[src/rtl/control_pipe.sv]
// Pipelined main-control unit: decodes the ID opcode, carries the control bundle through
// ID/EX, EX/MEM and MEM/WB, and produces stall/bubble control for load-use, flush and vector ops.
module control_pipe #(
  parameter int VEC_ELEMS = 16,
  parameter int VEC_LANES = 4,
  localparam int BEATS = VEC_ELEMS / VEC_LANES,
  localparam int BW = (BEATS > 1) ? $clog2(BEATS) : 1
) (
  input  logic          clk_i,
  input  logic          rst_i,
  input  logic          valid_i,
  input  logic [6:0]    Op_i,
  input  logic [4:0]    rd_i,
  input  logic [4:0]    rs1_i,
  input  logic [4:0]    rs2_i,
  input  logic          flush_i,
  output logic          stall_o,
  output logic [1:0]    ex_ALUOp_o,
  output logic          ex_ALUSrc_o,
  output logic          ex_immSelect_o,
  output logic [4:0]    ex_rd_o,
  output logic [BW-1:0] vec_beat_o,
  output logic          vec_last_o,
  output logic          mem_MemRd_o,
  output logic          mem_MemWr_o,
  output logic          wb_RegWrite_o,
  output logic          wb_MemToReg_o,
  output logic          illegal_o
);

  localparam logic [BW-1:0] LAST_BEAT = BW'(BEATS - 1);

  // Control bundle layout: [7:6] ALUOp, [5] ALUSrc, [4] RegWrite, [3] MemRd,
  // [2] MemWr, [1] MemToReg, [0] immSelect.
  logic [7:0]    dec_ctrl;
  logic          dec_legal;
  logic          dec_uses_rs2;
  logic          dec_is_vec;

  logic [7:0]    ex_ctrl_reg;
  logic [4:0]    ex_rd_reg;
  logic          ex_vec_reg;
  logic [BW-1:0] beat_reg;
  logic          illegal_reg;
  logic          flush_pend_reg;
  logic [3:0]    mem_ctrl_reg;   // {RegWrite, MemRd, MemWr, MemToReg}
  logic [1:0]    wb_ctrl_reg;    // {RegWrite, MemToReg}

  logic          vec_busy;
  logic          squash;
  logic          src_hit;
  logic          load_use;

  always_comb begin
    dec_ctrl     = 8'b0;
    dec_legal    = 1'b1;
    dec_uses_rs2 = 1'b0;
    dec_is_vec   = 1'b0;
    case (Op_i)
      7'b0010011: dec_ctrl = 8'b11_1_1_0_0_0_0;
      7'b0110011: begin dec_ctrl = 8'b10_0_1_0_0_0_0; dec_uses_rs2 = 1'b1; end
      7'b1100011: begin dec_ctrl = 8'b01_1_0_0_0_0_0; dec_uses_rs2 = 1'b1; end
      7'b0000011: dec_ctrl = 8'b00_1_1_1_0_1_0;
      7'b0100011: begin dec_ctrl = 8'b00_1_0_0_1_0_1; dec_uses_rs2 = 1'b1; end
      7'b1010111: begin
        dec_ctrl     = 8'b00_0_1_0_0_0_0;
        dec_uses_rs2 = 1'b1;
        dec_is_vec   = 1'b1;
      end
      default:    dec_legal = 1'b0;
    endcase
  end

  // A flush seen while a vector occupies EX is remembered until the vector drains.
  assign vec_busy = ex_vec_reg && (beat_reg != LAST_BEAT);
  assign squash   = flush_i || flush_pend_reg;
  assign src_hit  = valid_i && dec_legal &&
                    ((rs1_i == ex_rd_reg) || (dec_uses_rs2 && (rs2_i == ex_rd_reg)));
  assign load_use = ex_ctrl_reg[3] && (ex_rd_reg != 5'd0) && src_hit && !squash;
  assign stall_o  = vec_busy || load_use;

  always_ff @(posedge clk_i or negedge rst_i) begin
    if (!rst_i) begin
      ex_ctrl_reg    <= 8'b0;
      ex_rd_reg      <= 5'd0;
      ex_vec_reg     <= 1'b0;
      beat_reg       <= '0;
      illegal_reg    <= 1'b0;
      flush_pend_reg <= 1'b0;
      mem_ctrl_reg   <= 4'b0;
      wb_ctrl_reg    <= 2'b0;
    end else begin
      if (vec_busy) begin
        beat_reg    <= beat_reg + BW'(1);
        illegal_reg <= 1'b0;
        if (flush_i) flush_pend_reg <= 1'b1;
      end else begin
        beat_reg       <= '0;
        flush_pend_reg <= 1'b0;
        if (squash || load_use || !valid_i) begin
          ex_ctrl_reg <= 8'b0;
          ex_rd_reg   <= 5'd0;
          ex_vec_reg  <= 1'b0;
          illegal_reg <= 1'b0;
        end else begin
          ex_ctrl_reg <= dec_ctrl;
          ex_rd_reg   <= dec_legal ? rd_i : 5'd0;
          ex_vec_reg  <= dec_is_vec;
          illegal_reg <= !dec_legal;
        end
      end
      // Non-final vector beats send a bubble down the back end.
      mem_ctrl_reg <= vec_busy ? 4'b0 :
                      {ex_ctrl_reg[4], ex_ctrl_reg[3], ex_ctrl_reg[2], ex_ctrl_reg[1]};
      wb_ctrl_reg  <= {mem_ctrl_reg[3], mem_ctrl_reg[0]};
    end
  end

  assign ex_ALUOp_o     = ex_ctrl_reg[7:6];
  assign ex_ALUSrc_o    = ex_ctrl_reg[5];
  assign ex_immSelect_o = ex_ctrl_reg[0];
  assign ex_rd_o        = ex_rd_reg;
  assign vec_beat_o     = beat_reg;
  assign vec_last_o     = ex_vec_reg && (beat_reg == LAST_BEAT);
  assign illegal_o      = illegal_reg;
  assign mem_MemRd_o    = mem_ctrl_reg[2];
  assign mem_MemWr_o    = mem_ctrl_reg[1];
  assign wb_RegWrite_o  = wb_ctrl_reg[1];
  assign wb_MemToReg_o  = wb_ctrl_reg[0];

endmodule

[config.mk]
export PLATFORM = sky130hd
export DESIGN_NAME = control_pipe
export DESIGN_NICKNAME = d
export VERILOG_FILES = /design/src/rtl/control_pipe.sv
export SDC_FILE = /design/constraint.sdc
export NUM_CORES = 1
export LEC_CHECK = 0
export CELL_PAD_IN_SITES_DETAIL_PLACEMENT = 1
export CELL_PAD_IN_SITES_GLOBAL_PLACEMENT = 1
export CORE_ASPECT_RATIO = 0.75
export CORE_MARGIN = 2
export CORE_UTILIZATION = 31
export DETAILED_ROUTE_END_ITERATION = 7
export PLACE_DENSITY_LB_ADDON = 0.1
export SLEW_MARGIN = 20
export SYNTH_ARGS = -nofsm -noshare
export SYNTH_HDL_FRONTEND = slang
export SYNTH_SLANG_ARGS = --single-unit
[constraint.sdc]
create_clock -name clk_i -period 3.4 [get_ports clk_i]
set_clock_uncertainty 0.2 [all_clocks]
set_input_delay 0.68 -clock clk_i [delete_from_list [all_inputs] [get_ports clk_i]]
set_output_delay 0.68 -clock clk_i [all_outputs]
set_load 0.005 [all_outputs]
==> qor.txt <==
Max Freq: 0.302 GHz
Pins Over Slew Limit: 0
Sw Ratio: 0.258
Vias in the first global route: 1221
Global-route wire length before repair: 6.09 mm
Power share of the clock group: 0.336
Sequential group share of total power: 0.493
Run status: completed
CTS Buf Count: 3
Critical-path cell list: clkdlybuf4s50_1 > nand2_1 > or2_4 > or4_4 > a21oi_4 > a31o_1 > clkbuf_2
LEAKAGE: 0.789 nW
Average wire per standard cell: 16.6 um
Final setup viols: 0
Yosys warns: 0
Initial antenna violation count: 0
Synth Instances: 110
Std cell rows: 18
CP peak stage delay: 0.54 ns
Internal power: 384 uW
Count of cell types in the netlist: 35
Largest net degree at the start of global routing: 22
# IOs: 44
Final Hold Viols: 0
FF+latch count, synth: 21
CTS tree: built
Placer Congestion: 0.748
Root buf cell: clkbuf_8
Combinational share of power: 0.171
GRT overflow: 0
Filler cells: 372
R2r setup slk: 0.43 ns
Synth-to-Final Area Change: 62.2%
IO Port Bufs: 43
Seq/Total Area, Yosys: 0.481
Arr. time, crit path: 2.43 ns
Non-Filler Instances: 216
CORE AREA: 3330 sq um
Relative slew margins: 0.670
Cell area after synthesis: 1090 sq um
Placed Cells incl. Taps: 204
Critical path capture point type: output port
Hold Crit Class: in2async
Die Wd: 72.5 um
GRT Util Overall: 0.200
WP depth: 7
WS Path Type: in2out
Final wirelength: 3.59 mm
Peak VDD IR: 0.139 mV
Period Utilization, post-route: 0.973
DRT Pass-1 Iters: 3
Top cells by area, synth: dfrtp_1 (48%), nand2_1 (4.8%), xnor2_1 (4.8%)
Clk slew on worst S/H paths: 0.09 ns
Worst r2r src: ex_rd_o[0]
H-tree levels: 1
Post-DR vias/cell: 5.02
Max reg flops: 6
Starting Density: 0.328
Layout cells sized above 1: 0.216
CTS Buffer Depth: 2
ANT nets after route: 0
Worst-Skew Late Latency: 0.27 ns
Crit-path leading delay family: simple AND/OR/NAND/NOR gates
Number of nets in the layout: 204
# DRC: 0
Post-layout util: 0.532
PwrDens: 293 nW/um^2
Iter 0 DRT Violations: 14
Startpoint class of the critical path: input port
Slowest CP cell: or4_4
Commonest non-fill, non-tap cell in the layout: clkdlybuf4s50_1
Crit-path max FO: 2
Chip Height: 55.4 um
Actual slew at the worst max-slew pin: 0.495 ns
HPWL Detailed: 2.45 mm
RSZ-0062 raised after global routing: false
Die area: 4020 sq um
Vias: 1085
Worst Path Buf+Inv: 2
Tmin final: 3.31 ns
Reg2reg end: ex_rd_o[0]
Post-CTS Hold Buffers: 0
Reg2reg path depth: 13
WP data required: 2.52 ns
N_diodes: 0
Synth area leader: dfrtp_1
CTS sink count: 21
Post-synthesis net count: 137
Commonest cells after routing, fill and taps aside: clkdlybuf4s50_1 (37), dfrtp_1 (21), buf_4 (21)
Max-cap check violation count: 0
Psw: 134 uW
Synthesized area per cell: 9.93 sq um
Post-synth top area share: 0.481
## layer usage
layer  wire length (um)  vias to the layer above  share of wire  GRT usage
li1                   -                      522              -          -
met1               1580                      526           0.44      0.244
met2               1750                       29           0.49      0.335
met3                162                        8          0.045     0.0420
met4                 99                        0          0.028     0.0873
met5                  0                        -              0          0
## synth_stat cells
master	n
or4_4	1
nor4_1	1
o21a_1	1
a21oi_2	2
clkbuf_1	2
o21ai_1	8
nor2b_1	1
a31o_1	1
nor3_1	1
dfrtp_1	21
nand2b_1	2
or4_1	1
o211ai_2	1
and3b_2	1
and3_1	1
and2b_1	1
nor2_1	6
o21ai_0	4
and2_1	6
o31ai_1	1
ha_1	1
a21o_2	1
nor3b_1	1
nand2_1	14
xor2_1	4
mux2i_1	1
a211oi_4	1
a21oi_1	1
nand4_1	4
or2_2	1
o41ai_1	1
xnor2_1	6
nand3_1	8
buf_4	2
and4b_4	1
## how the worst max path moves through the flow
stage               slack (ns)         end      from
detailed placement       -0.39     stall_o   Op_i[2]
floorplan                 0.50     stall_o   Op_i[5]
CTS                      0.008  ex_rd_o[0]  rs2_i[0]
global route              0.05     stall_o   Op_i[0]
global placement         -0.35     stall_o   Op_i[2]
finish                    0.09     stall_o   Op_i[0]
## worst register-to-register path, cell delays in order, from the launching register on
cell and delay [ns]:
dfrtp_1 0.44, or4_1 0.57, o211ai_2 0.30, a21oi_4 0.06, buf_4 0.14, buf_4 0.13
buf_4 0.13, buf_4 0.13, buf_4 0.12, buf_4 0.12, buf_4 0.12, buf_4 0.12
buf_4 0.15, o21ai_0 0.16
## power by group through the flow
stage	Combinational [mW]	Sequential (mW)	Clock, mW
2_1_floorplan	0.0263	0.261	0
3_3_place_gp	0.0875	0.260	0
3_5_place_dp	0.0897	0.261	0
4_1_cts	0.0890	0.256	0.177
5_1_grt	0.0966	0.256	0.188
6_report	0.0887	0.256	0.174
## repair_timing
item                       4_1_cts  5_1_grt
gates resized for setup          7        5
hold endpoints to repair         0        0
gates cloned                     0        0
setup buffers                   14        0
setup endpoints to repair        1        7
pin swaps                        3        3
## per-stage QoR
stage	hold WS (ns)	setup TNS, ns	worst slack, ns	power (mW)	instance area (sq um)
floorplan	0.131	0	0.497	0.287	1090
global placement	0.136	-0.352	-0.352	0.348	1660
detailed placement	0.145	-0.392	-0.392	0.351	1660
CTS	0.163	0	0.00775	0.522	1800
global route	0.167	0	0.0528	0.541	1770
finish	0.159	0	0.0916	0.518	1770
## kinds of logic after synthesis
kind of cell	share of synthesized area
buf+inv	0.0206
compound gates	0.143
mux	0.00916
fa+ha+maj	0.0115
flops	0.481
xor+xnor	0.0802
simple gates	0.254
## final cells by class
cell class / count / area (sq um) / area share
timing repair buffer: 66 / 596 / 0.336
multi-input combinational: 85 / 554 / 0.313
sequential: 21 / 526 / 0.297
tap: 40 / 50.0 / 0.0282
clock buffer: 3 / 41.3 / 0.0233
clock inverter: 1 / 5.00 / 0.00282
Note: power is estimated with default switching activity, not from simulation.
